## config.mk

```make
export PLATFORM = sky130hd
export DESIGN_NAME = pe_group_seq
export DESIGN_NICKNAME = d
export VERILOG_FILES = /design/src/rtl/pe_group_seq.sv
export SDC_FILE = /design/constraint.sdc
export NUM_CORES = 1
export LEC_CHECK = 0
export CAP_MARGIN = 40
export CORE_ASPECT_RATIO = 1.1
export CORE_MARGIN = 5
export CORE_UTILIZATION = 52
export CTS_CLUSTER_SIZE = 30
export DETAILED_ROUTE_END_ITERATION = 10
export GPL_TIMING_DRIVEN = 0
export PLACE_DENSITY_LB_ADDON = 0.12
export SETUP_SLACK_MARGIN = 0.1
export SKIP_LAST_GASP = 1
export SYNTH_ARGS = -nofsm -noshare
export SYNTH_HDL_FRONTEND = slang
export SYNTH_SLANG_ARGS = --single-unit
```

## constraint.sdc

```tcl
create_clock -name clk -period 3.9 [get_ports clk]
set_input_delay 0.585 -clock clk [delete_from_list [all_inputs] [get_ports clk]]
set_output_delay 0.585 -clock clk [all_outputs]
set_load 0.1 [all_outputs]
```

## src/rtl/pe_group_seq.sv

```systemverilog
// Tile sequencer for PE_Group: W/I/O read-address streams for a 1-D convolution, one tile at a time.
// Optional build macro PE_SEQ_PERF_EN adds stall_cycles/run_cycles performance counters.
module pe_group_seq #(
    parameter int unsigned W_Size     = 8,
    parameter int unsigned O_Size     = 8,
    parameter int unsigned W_TileSize = 8,
    parameter int unsigned O_TileSize = 4,
    parameter int unsigned AddrWidth  = 8
) (
    input  logic                 clk,
    input  logic                 aclr,
    input  logic                 start,
    output logic                 busy,
    output logic                 done,
    output logic [AddrWidth-1:0] tile_idx,
    output logic                 W_AddrValid,
    input  logic                 W_AddrRdy,
    output logic [AddrWidth-1:0] W_Addr,
    output logic                 I_AddrValid,
    input  logic                 I_AddrRdy,
    output logic [AddrWidth-1:0] I_Addr,
    output logic                 O_AddrValid,
    input  logic                 O_AddrRdy,
    output logic [AddrWidth-1:0] O_Addr,
    input  logic                 Res_Fire
`ifdef PE_SEQ_PERF_EN
    ,
    output logic [31:0]          stall_cycles,
    output logic [31:0]          run_cycles
`endif
);
    localparam int unsigned NT = O_Size / O_TileSize;
    localparam int unsigned NK = W_Size / W_TileSize;
    localparam int unsigned LI = O_TileSize + W_TileSize - 1;
    localparam int unsigned CW = 16;

    localparam logic [CW-1:0]        WTotal   = CW'(W_Size);
    localparam logic [CW-1:0]        ITotal   = CW'(NK * LI);
    localparam logic [CW-1:0]        OTotal   = CW'(O_TileSize);
    localparam logic [AddrWidth-1:0] LastJ    = AddrWidth'(LI - 1);
    localparam logic [AddrWidth-1:0] LastTile = AddrWidth'(NT - 1);
    localparam logic [AddrWidth-1:0] OStep    = AddrWidth'(O_TileSize);
    localparam logic [AddrWidth-1:0] WStep    = AddrWidth'(W_TileSize);

    typedef enum logic [1:0] {StIdle, StLoad, StWait} stateT;

    stateT                state;
    logic [CW-1:0]        wCnt, iCnt, oCnt, resCnt;
    logic [AddrWidth-1:0] iJ, iKOff, tBase;

    logic                 wFire, iFire, oFire, resInc, loadDone, tileDrained;
    logic [CW-1:0]        wCntNext, iCntNext, oCntNext, resNext;
    logic [AddrWidth-1:0] iJNext, iKOffNext;

    always_comb begin
        wFire     = W_AddrValid && W_AddrRdy;
        iFire     = I_AddrValid && I_AddrRdy;
        oFire     = O_AddrValid && O_AddrRdy;
        wCntNext  = wCnt + CW'(wFire);
        iCntNext  = iCnt + CW'(iFire);
        oCntNext  = oCnt + CW'(oFire);
        iJNext    = iJ;
        iKOffNext = iKOff;
        if (iFire) begin
            if (iJ == LastJ) begin
                iJNext    = '0;
                iKOffNext = iKOff + WStep;
            end else begin
                iJNext = iJ + AddrWidth'(1);
            end
        end
        loadDone    = (wCntNext == WTotal) && (iCntNext == ITotal) && (oCntNext == OTotal);
        // Counter saturates at one tile's worth; surplus beats are dropped.
        resInc      = Res_Fire && (state != StIdle) && (resCnt != OTotal);
        resNext     = resCnt + CW'(resInc);
        tileDrained = (resNext == OTotal);
    end

    assign busy = (state != StIdle);

    always_ff @(posedge clk or negedge aclr) begin
        if (!aclr) begin
            state       <= StIdle;
            done        <= 1'b0;
            tile_idx    <= '0;
            tBase       <= '0;
            wCnt        <= '0;
            iCnt        <= '0;
            oCnt        <= '0;
            resCnt      <= '0;
            iJ          <= '0;
            iKOff       <= '0;
            W_AddrValid <= 1'b0;
            I_AddrValid <= 1'b0;
            O_AddrValid <= 1'b0;
            W_Addr      <= '0;
            I_Addr      <= '0;
            O_Addr      <= '0;
        end else begin
            done <= 1'b0;
            unique case (state)
                StIdle: begin
                    if (start) begin
                        state    <= StLoad;
                        tile_idx <= '0;
                        tBase    <= '0;
                        resCnt   <= '0;
                    end
                end
                StLoad: begin
                    resCnt      <= resNext;
                    W_AddrValid <= (wCntNext < WTotal);
                    I_AddrValid <= (iCntNext < ITotal);
                    O_AddrValid <= (oCntNext < OTotal);
                    W_Addr      <= AddrWidth'(wCntNext);
                    I_Addr      <= tBase + iKOffNext + iJNext;
                    O_Addr      <= tBase + AddrWidth'(oCntNext);
                    if (loadDone) begin
                        // Stream counters are idle in WAIT, so clear them here for the next tile.
                        state <= StWait;
                        wCnt  <= '0;
                        iCnt  <= '0;
                        oCnt  <= '0;
                        iJ    <= '0;
                        iKOff <= '0;
                    end else begin
                        wCnt  <= wCntNext;
                        iCnt  <= iCntNext;
                        oCnt  <= oCntNext;
                        iJ    <= iJNext;
                        iKOff <= iKOffNext;
                    end
                end
                StWait: begin
                    if (tileDrained) begin
                        resCnt <= '0;
                        if (tile_idx == LastTile) begin
                            state <= StIdle;
                            done  <= 1'b1;
                        end else begin
                            state    <= StLoad;
                            tile_idx <= tile_idx + AddrWidth'(1);
                            tBase    <= tBase + OStep;
                        end
                    end else begin
                        resCnt <= resNext;
                    end
                end
                default: state <= StIdle;
            endcase
        end
    end

`ifdef PE_SEQ_PERF_EN
    logic anyStall;

    assign anyStall = (state == StLoad) && ((W_AddrValid && !W_AddrRdy) ||
                                            (I_AddrValid && !I_AddrRdy) ||
                                            (O_AddrValid && !O_AddrRdy));

    always_ff @(posedge clk or negedge aclr) begin
        if (!aclr) begin
            stall_cycles <= '0;
            run_cycles   <= '0;
        end else if (state == StIdle) begin
            if (start) begin
                stall_cycles <= '0;
                run_cycles   <= '0;
            end
        end else begin
            if (run_cycles != '1) run_cycles <= run_cycles + 32'd1;
            if (anyStall && (stall_cycles != '1)) stall_cycles <= stall_cycles + 32'd1;
        end
    end
`endif

endmodule

```

==> results by group, run 1 <==
Timing
  – Slew headroom: 0.483
  – Final Skew: 0.00964 ns
  – Fin crit period: 3.69 ns
  – Post-route clock period utilization: 0.946
  – Worst slew pin tran: 0.775 ns
  – Final max-slew violation count: 0
  – Unrepaired setup endpoints after global routing: true
  – Maximum clock rate: 0.271 GHz
  – Final setup fails: 0
  – Hold Vio Cnt, Final: 0

Finish
  – Multi-input gate area: 4480 um2
  – Fill cell count: 1219
  – Final Cell Area: 9890 um2
  – Register area: 3030 um2
  – Area grow syn2layout: 26.2%
  – ANT cells: 0
  – Most frequent cells in the layout: dfrtp_1 (121), nor2_1 (66), nand2_1 (63)
  – Fraction of layout cells with a size suffix above 1: 0.163
  – Final Util: 0.662
  – Final net count: 1015
  – Post-Layout Cell Count: 1179
  – Most common cell after layout, fill and taps aside: dfrtp_1

Worst setup path
  – CP Buf/Inv Count: 2
  – Crit-path cells: inv_2 -> ha_1 -> or4b_4 -> nor3_4 -> nand2_1 -> mux2i_1 -> fa_1 -> inv_1 -> ha_1 -> a21oi_2 -> o21bai_1 -> a21oi_2 -> xnor2_2 -> xnor2_2 -> mux2_2
  – Setup crit start kind: flip-flop
  – Data required, critical path: 4.20 ns
  – Critical path peak fanout: 5
  – Crit end category: flip-flop
  – Crit path DAT: 3.99 ns
  – Slowest stage cell, crit path: fa_1
  – Critical Path Max Stage Delay: 0.50 ns
  – WS Path Type: flip-flop to flip-flop
  – Top Family by Delay on Critical Path: adder cells

Global route
  – Met1 usage: 0.297
  – Vias in the first global route: 6905
  – Antenna violations before repair: 0
  – Gr usage total: 0.231
  – Global routing met3 resource utilization: 0.0420
  – Global-route wire length before repair: 33400 um
  – Total grt overflow: 0
  – Largest net degree at the start of global routing: 73
  – Top Usage Layer GRT: met2
  – Met2 Use GR: 0.385

Placed design
  – Final GP Congestion: 0.887
  – Placed Instances: 1141
  – Dpl hpwl: 14200 um
  – Area of placed instances: 9130 um2
  – PortBufs: 43

Clocking
  – Post-CTS Hold Buffers: 0
  – Clk sink count: 121
  – Clk slew on worst S/H paths: 0.05 ns
  – Worst-skew pair later-pin latency: 0.42 ns
  – CTS buffer count: 17
  – Root buffer cell: clkbuf_16
  – Htree depth: 4
  – CTS max path bufs: 2
  – CTS tree: done

Status
  – Status: completed

Power
  – Sw Share: 0.240
  – Cell-internal power: 2.51 mW
  – Logic pwr share: 0.097
  – Sw Pwr: 793 uW
  – Peak supply drop: 0.280 mV
  – P_leak: 4.59 nW
  – Sequential share of power: 0.403
  – Pwr per Cell Area: 334 nW/um2
  – Clk pwr share: 0.500

Logic synthesis
  – Syn Std Cell Area: 7840 um2
  – Yosys warnings: 0
  – Cell count after synthesis: 861
  – Seq/Total Area, Yosys: 0.386
  – Ys flop type: dfrtp_1
  – Synth cell types: 74
  – FF+latch count, synth: 121
  – Syn Area/Cell: 9.10 um2
  – Async SR Flop Fraction: 1.00
  – Post-synth EDFFs: 0

Route
  – Vias per inst: 5.81
  – Iter 0 DRT Violations: 443
  – Routed Antenna Nets: 0
  – DR pass1 iterations: 6
  – Routed wire length: 19800 um
  – Via count: 6845
  – Post-route DRC: 0
  – Drt wl/cell: 16.8 um

Job
  – Max cap viols: 0

Floorplan
  – DIE WIDTH: 127 um
  – Core footprint: 14900 um2
  – Die outline area: 17600 um2
  – Initial Util: 0.525
  – Die Y: 139 um
  – Num ports: 44
  – Site Rows: 47

Min path
  – Worst min path class: primary input to async pin
-- synthesized netlist by cell type, types with 5 or more instances --
library cell | n | area (um2)
mux2_2 | 12 | 135
nand3_1 | 49 | 245
nor4_1 | 10 | 62.6
nor3b_1 | 9 | 67.6
inv_1 | 56 | 210
and3_1 | 22 | 138
a22o_1 | 15 | 131
or4_1 | 7 | 52.6
o21ai_0 | 48 | 240
o211ai_1 | 7 | 52.6
nor3_1 | 21 | 105
a21o_1 | 19 | 143
o22ai_1 | 8 | 50.1
ha_1 | 33 | 413
xor2_1 | 12 | 105
mux2i_1 | 24 | 240
a31oi_1 | 5 | 31.3
nor2b_1 | 5 | 31.3
nand4_1 | 23 | 144
a21oi_1 | 28 | 140
nand2b_1 | 6 | 37.5
nand2_1 | 65 | 244
clkbuf_1 | 20 | 75.1
xnor2_1 | 59 | 517
a211oi_1 | 5 | 37.5
dfrtp_1 | 121 | 3030
and2_1 | 5 | 31.3
buf_4 | 5 | 37.5
buf_2 | 17 | 85.1
fa_1 | 5 | 100
nor2_1 | 66 | 248
-- worst register-to-register path, delay by kind of cell, from the launching register on --
kind	cells	cell delay (ns)
buffers and inverters	2	0.14
flip-flops	1	0.39
XOR/XNOR	2	0.25
AND/OR/NAND/NOR	3	0.86
multiplexers	2	0.46
AO/OA/AOI/OAI	3	0.46
adder cells (fa/ha/maj)	3	1.00
-- registers in the layout (all words and copies together), names as in the netlist, 2 cells and up --
register,count
tBase,6
I_Addr,8
oCnt,16
O_Addr,8
W_Addr,8
iCnt,16
wCnt,16
tile_idx,8
state,2
resCnt,16
iKOff,5
iJ,8
-- cell type report --
cell class | instances | share of cell area
clock inverters | 8 | 0.0116
clock buffers | 24 | 0.0507
multi-input cells | 638 | 0.453
well taps | 196 | 0.0248
flip-flops and latches | 121 | 0.306
plain buffers | 45 | 0.0231
repair buffers | 88 | 0.108
inverters | 59 | 0.0228
-- routing by layer --
layer | share of wire | wire length, um
met1 | 0.43 | 8420
met4 | 0.023 | 450
met3 | 0.051 | 1000
met2 | 0.50 | 9890
met5 | 0 | 0
-- path summary, 6_finish.rpt --
kind	end	from	slack, ns	depth (start not counted)
min in group clk	I_Addr[5]	I_Addr[5]	0.50	1
max in group asynchronous	I_Addr[6]	aclr	3.08	2
worst min register to register	I_Addr[5]	I_Addr[5]	0.50	1
worst min-delay path	wCnt[7]	aclr	0.10	1
worst max-delay path	I_Addr[7]	iJ[0]	0.21	15
worst max register to register	I_Addr[7]	iJ[0]	0.21	15
-- cells by family after synthesis --
family,count (synthesis),share of synthesized area
AOI/OAI and AO/OA,171,0.145
muxes,37,0.0493
buffers and inverters,105,0.0565
adders and majority gates,38,0.0654
other,1,0.000478
and+or+nand+nor,317,0.217
DFF,121,0.386
xor gates and xnor gates,71,0.0793
-- timing repair --
item,in CTS,in global routing
gates resized for setup,5,20
setup endpoints to repair,17,32
pin swaps,4,8
buffers inserted,2,5
-- metrics by stage --
stage	setup TNS (ns)	total power [mW]	setup slack, ns	hold slack, ns
after floorplan	0	1.55	0.120	0.289
after global placement	-313.62	1.63	-2.59	0.485
after detailed placement	-1.95	1.66	-0.176	0.495
after CTS	0	3.32	0.122	0.120
after global routing	0	3.42	0.0559	0.144
final	0	3.30	0.209	0.104
-- power by group through the flow --
stage	registers [mW]	clock network [mW]	logic [mW]
floorplan	1.38	0	0.175
global placement	1.35	0	0.287
detailed placement	1.35	0	0.316
CTS	1.33	1.67	0.317
global route	1.34	1.73	0.351
finish	1.33	1.65	0.319
(Power assumes the default switching activity.)
==> run 2: changes to the inputs <==
--- a/config.mk
+++ b/config.mk
@@ -12,7 +12,8 @@
 export CTS_CLUSTER_SIZE = 30
 export DETAILED_ROUTE_END_ITERATION = 10
 export GPL_TIMING_DRIVEN = 0
-export PLACE_DENSITY_LB_ADDON = 0.12
+export HOLD_SLACK_MARGIN = 0.05
+export PLACE_DENSITY_LB_ADDON = 0.3
 export SETUP_SLACK_MARGIN = 0.1
 export SKIP_LAST_GASP = 1
 export SYNTH_ARGS = -nofsm -noshare
==> run 2 against run 1 <==
Cell area grew 0.22%; critical path depth grew 2; register-to-register slack got worse by 0.07 ns; core utilization rose by 0.14 points; maximum frequency fell by 1.9%; highest routed layer unchanged; non-clock buffer count grew 9; die area unchanged; flip-flop and latch count did not move; clock skew up 0.0034 ns; clock power down 11%; cell count rose by 0.51%; setup slack lost 0.070 ns.
==> results by group, run 2 (same netlist as run 1, synthesis figures left out) <==
Worst setup path
  – R2R Setup Slk: 0.14 ns (-0.07 ns)
  – WS Path Type: flip-flop to flip-flop
  – Data required, critical path: 4.21 ns (about the same)
  – Crit path DAT: 4.07 ns (+0.08 ns)
  – Reg2reg end: I_Addr[7]
  – Reg2reg start: iJ[0]
  – Crit end category: flip-flop
  – Setup crit start kind: flip-flop
  – Critical path peak fanout: 7 (+2)
  – Reg2Reg Depth: 17 (+2)

Clocking
  – Clk sink count: 121 (unchanged)
  – Worst-skew pair later-pin latency: 0.43 ns (about the same)
  – Htree depth: 4 (unchanged)
  – CTS tree: done
  – Clk slew on worst S/H paths: 0.06 ns (about the same)
  – CTS max path bufs: 2 (unchanged)
  – Post-CTS Hold Buffers: 0 (unchanged)
  – Root buffer cell: clkbuf_16
  – CTS buffer count: 17 (unchanged)

Power
  – Cell-internal power: 2.39 mW (-4.8%)
  – Peak supply drop: 0.331 mV (+18%)
  – Logic pwr share: 0.115 (+0.018)
  – Clk pwr share: 0.462 (-0.038)
  – Sequential share of power: 0.423 (+0.020)
  – P_leak: 4.59 nW (-0.18%)
  – Total Power: 3.17 mW (-3.9%)
  – Pwr per Cell Area: 320 nW/um2 (-4.1%)
  – Sw Pwr: 788 uW (-0.74%)
  – Sw Share: 0.248 (+0.00781)

Placed design
  – Dpl hpwl: 13500 um (-4.9%)
  – PortBufs: 43 (unchanged)
  – Final GP Congestion: 0.864 (-2.6%)

Timing
  – Final max-slew violation count: 0 (unchanged)
  – Final Skew: 0.0130 ns (+0.00336 ns)
  – Slew headroom: 0.483 (about the same)
  – Min Hold Slack: 0.0438 ns (-0.0598 ns)
  – Post-route clock period utilization: 0.964 (+0.0180)
  – Worst slew pin tran: 0.775 ns (-0.000220 ns)
  – Unrepaired setup endpoints after global routing: false
  – Maximum clock rate: 0.266 GHz (-1.9%)
  – Hold Vio Cnt, Final: 0 (unchanged)
  – Final setup fails: 0 (unchanged)
  – Fin crit period: 3.76 ns (+0.0703 ns)

Route
  – Post-route DRC: 0 (unchanged)
  – Drt wl/cell: 16.6 um (-1.1%)
  – Vias per inst: 5.75 (-1.0%)
  – Routed wire length: 19600 um (-0.63%)
  – Routed Antenna Nets: 0 (unchanged)
  – Iter 0 DRT Violations: 423 (-4.5%)
  – DR pass1 iterations: 5 (-1)
  – Via count: 6810 (-0.51%)

Finish
  – Fill cell count: 1166 (-4.3%)
  – Area grow syn2layout: 26.5%
  – Most common cell after layout, fill and taps aside: dfrtp_1
  – ANT cells: 0 (unchanged)
  – Fraction of layout cells with a size suffix above 1: 0.170 (+0.00710)
  – Most frequent cells in the layout: dfrtp_1 (120), nor2_1 (66), nand2_1 (63)
  – Final net count: 1024 (+0.89%)

Floorplan
  – Core footprint: 14900 um2 (unchanged)
  – Num ports: 44 (unchanged)
  – Site Rows: 47 (unchanged)
  – Initial Util: 0.525 (unchanged)
  – Die Y: 139 um (unchanged)
  – Die outline area: 17600 um2 (unchanged)
  – DIE WIDTH: 127 um (unchanged)

Global route
  – Largest net degree at the start of global routing: 90 (+23%)
  – Total grt overflow: 0 (unchanged)
  – Antenna violations before repair: 0 (unchanged)
  – Global-route wire length before repair: 33000 um (-1.2%)
  – Vias in the first global route: 6724 (-2.6%)
  – Gr usage total: 0.228 (-0.00289)

Job
  – Max cap viols: 0 (unchanged)

Status
  – Status: completed

Min path
  – Worst min path class: primary input to async pin
==> run 2: how the worst max path moves through the flow <==
stage,to,startpoint,cells after the start
6_report,I_Addr[7],iJ[0],17
5_1_grt,I_Addr[7],iJ[0],17
4_1_cts,I_Addr[7],iJ[0],17
3_5_place_dp,state[1],O_AddrRdy,11
3_3_place_gp,tile_idx[7],aclr,1
2_1_floorplan,resCnt[11],state[0],14
==> run 2: layout make-up <==
type,count,area [um2],area share
well taps,196,245,0.0247
flip-flops and latches,121,3030,0.306
repair buffers,97,1130,0.114
multi-input cells,638,4500,0.454
plain buffers,45,238,0.0240
clock inverters,3,40.0,0.00404
clock buffers,26,499,0.0504
inverters,59,225,0.0227
==> run 2: what timing repair did <==
item / CTS / global route
buffers inserted: 1 / 14
endpoints found under the hold margin: 0 / 0
setup endpoints to repair: 17 / 28
resized for setup: 4 / 33
pin swaps: 2 / 13
cloned: 0 / 1
==> run 2: metrics by stage <==
stage / setup TNS [ns] / util / instances / area, um2 / worst slack [ns]
2_1_floorplan: 0 / - / 864 / 7870 / 0.120
6_report: 0 / 0.664 / 1185 / 9910 / 0.139
4_1_cts: 0 / 0.648 / 1170 / 9680 / 0.136
3_3_place_gp: -319.57 / 0.572 / 1103 / 8540 / -2.65
3_5_place_dp: -0.730 / 0.611 / 1141 / 9130 / -0.124
5_1_grt: 0 / 0.664 / 1185 / 9910 / 0.0356
==> run 2: power by group through the flow <==
stage	clock [mW]	combinational, mW	sequential (mW)
after floorplan	0	0.175	1.38
after global placement	0	0.289	1.35
after detailed placement	0	0.317	1.35
after CTS	1.49	0.313	1.33
after global routing	1.54	0.398	1.35
final	1.47	0.365	1.34
==> run 2: metal layers <==
layer  global-route usage  vias up  part of all wire
met2                0.369      173              0.49
li1                     -     3283                 -
met4               0.0791        0             0.024
met1                0.302     3318              0.44
met3               0.0505       36             0.044
met5                    0        -                 0
==> run 2: critical path, cell delays in order, from the launching register on <==
cell and delay [ns]:
dfrtp_1 0.38, inv_2 0.09, ha_2 0.17, or4b_4 0.47
nor3_4 0.24, and2_4 0.18, buf_6 0.12, nand2_2 0.07
xor2_2 0.16, fa_1 0.50, inv_1 0.07, ha_4 0.27
inv_1 0.05, o21bai_1 0.18, a21oi_1 0.11, xnor2_1 0.20
xnor2_1 0.09, mux2_2 0.27
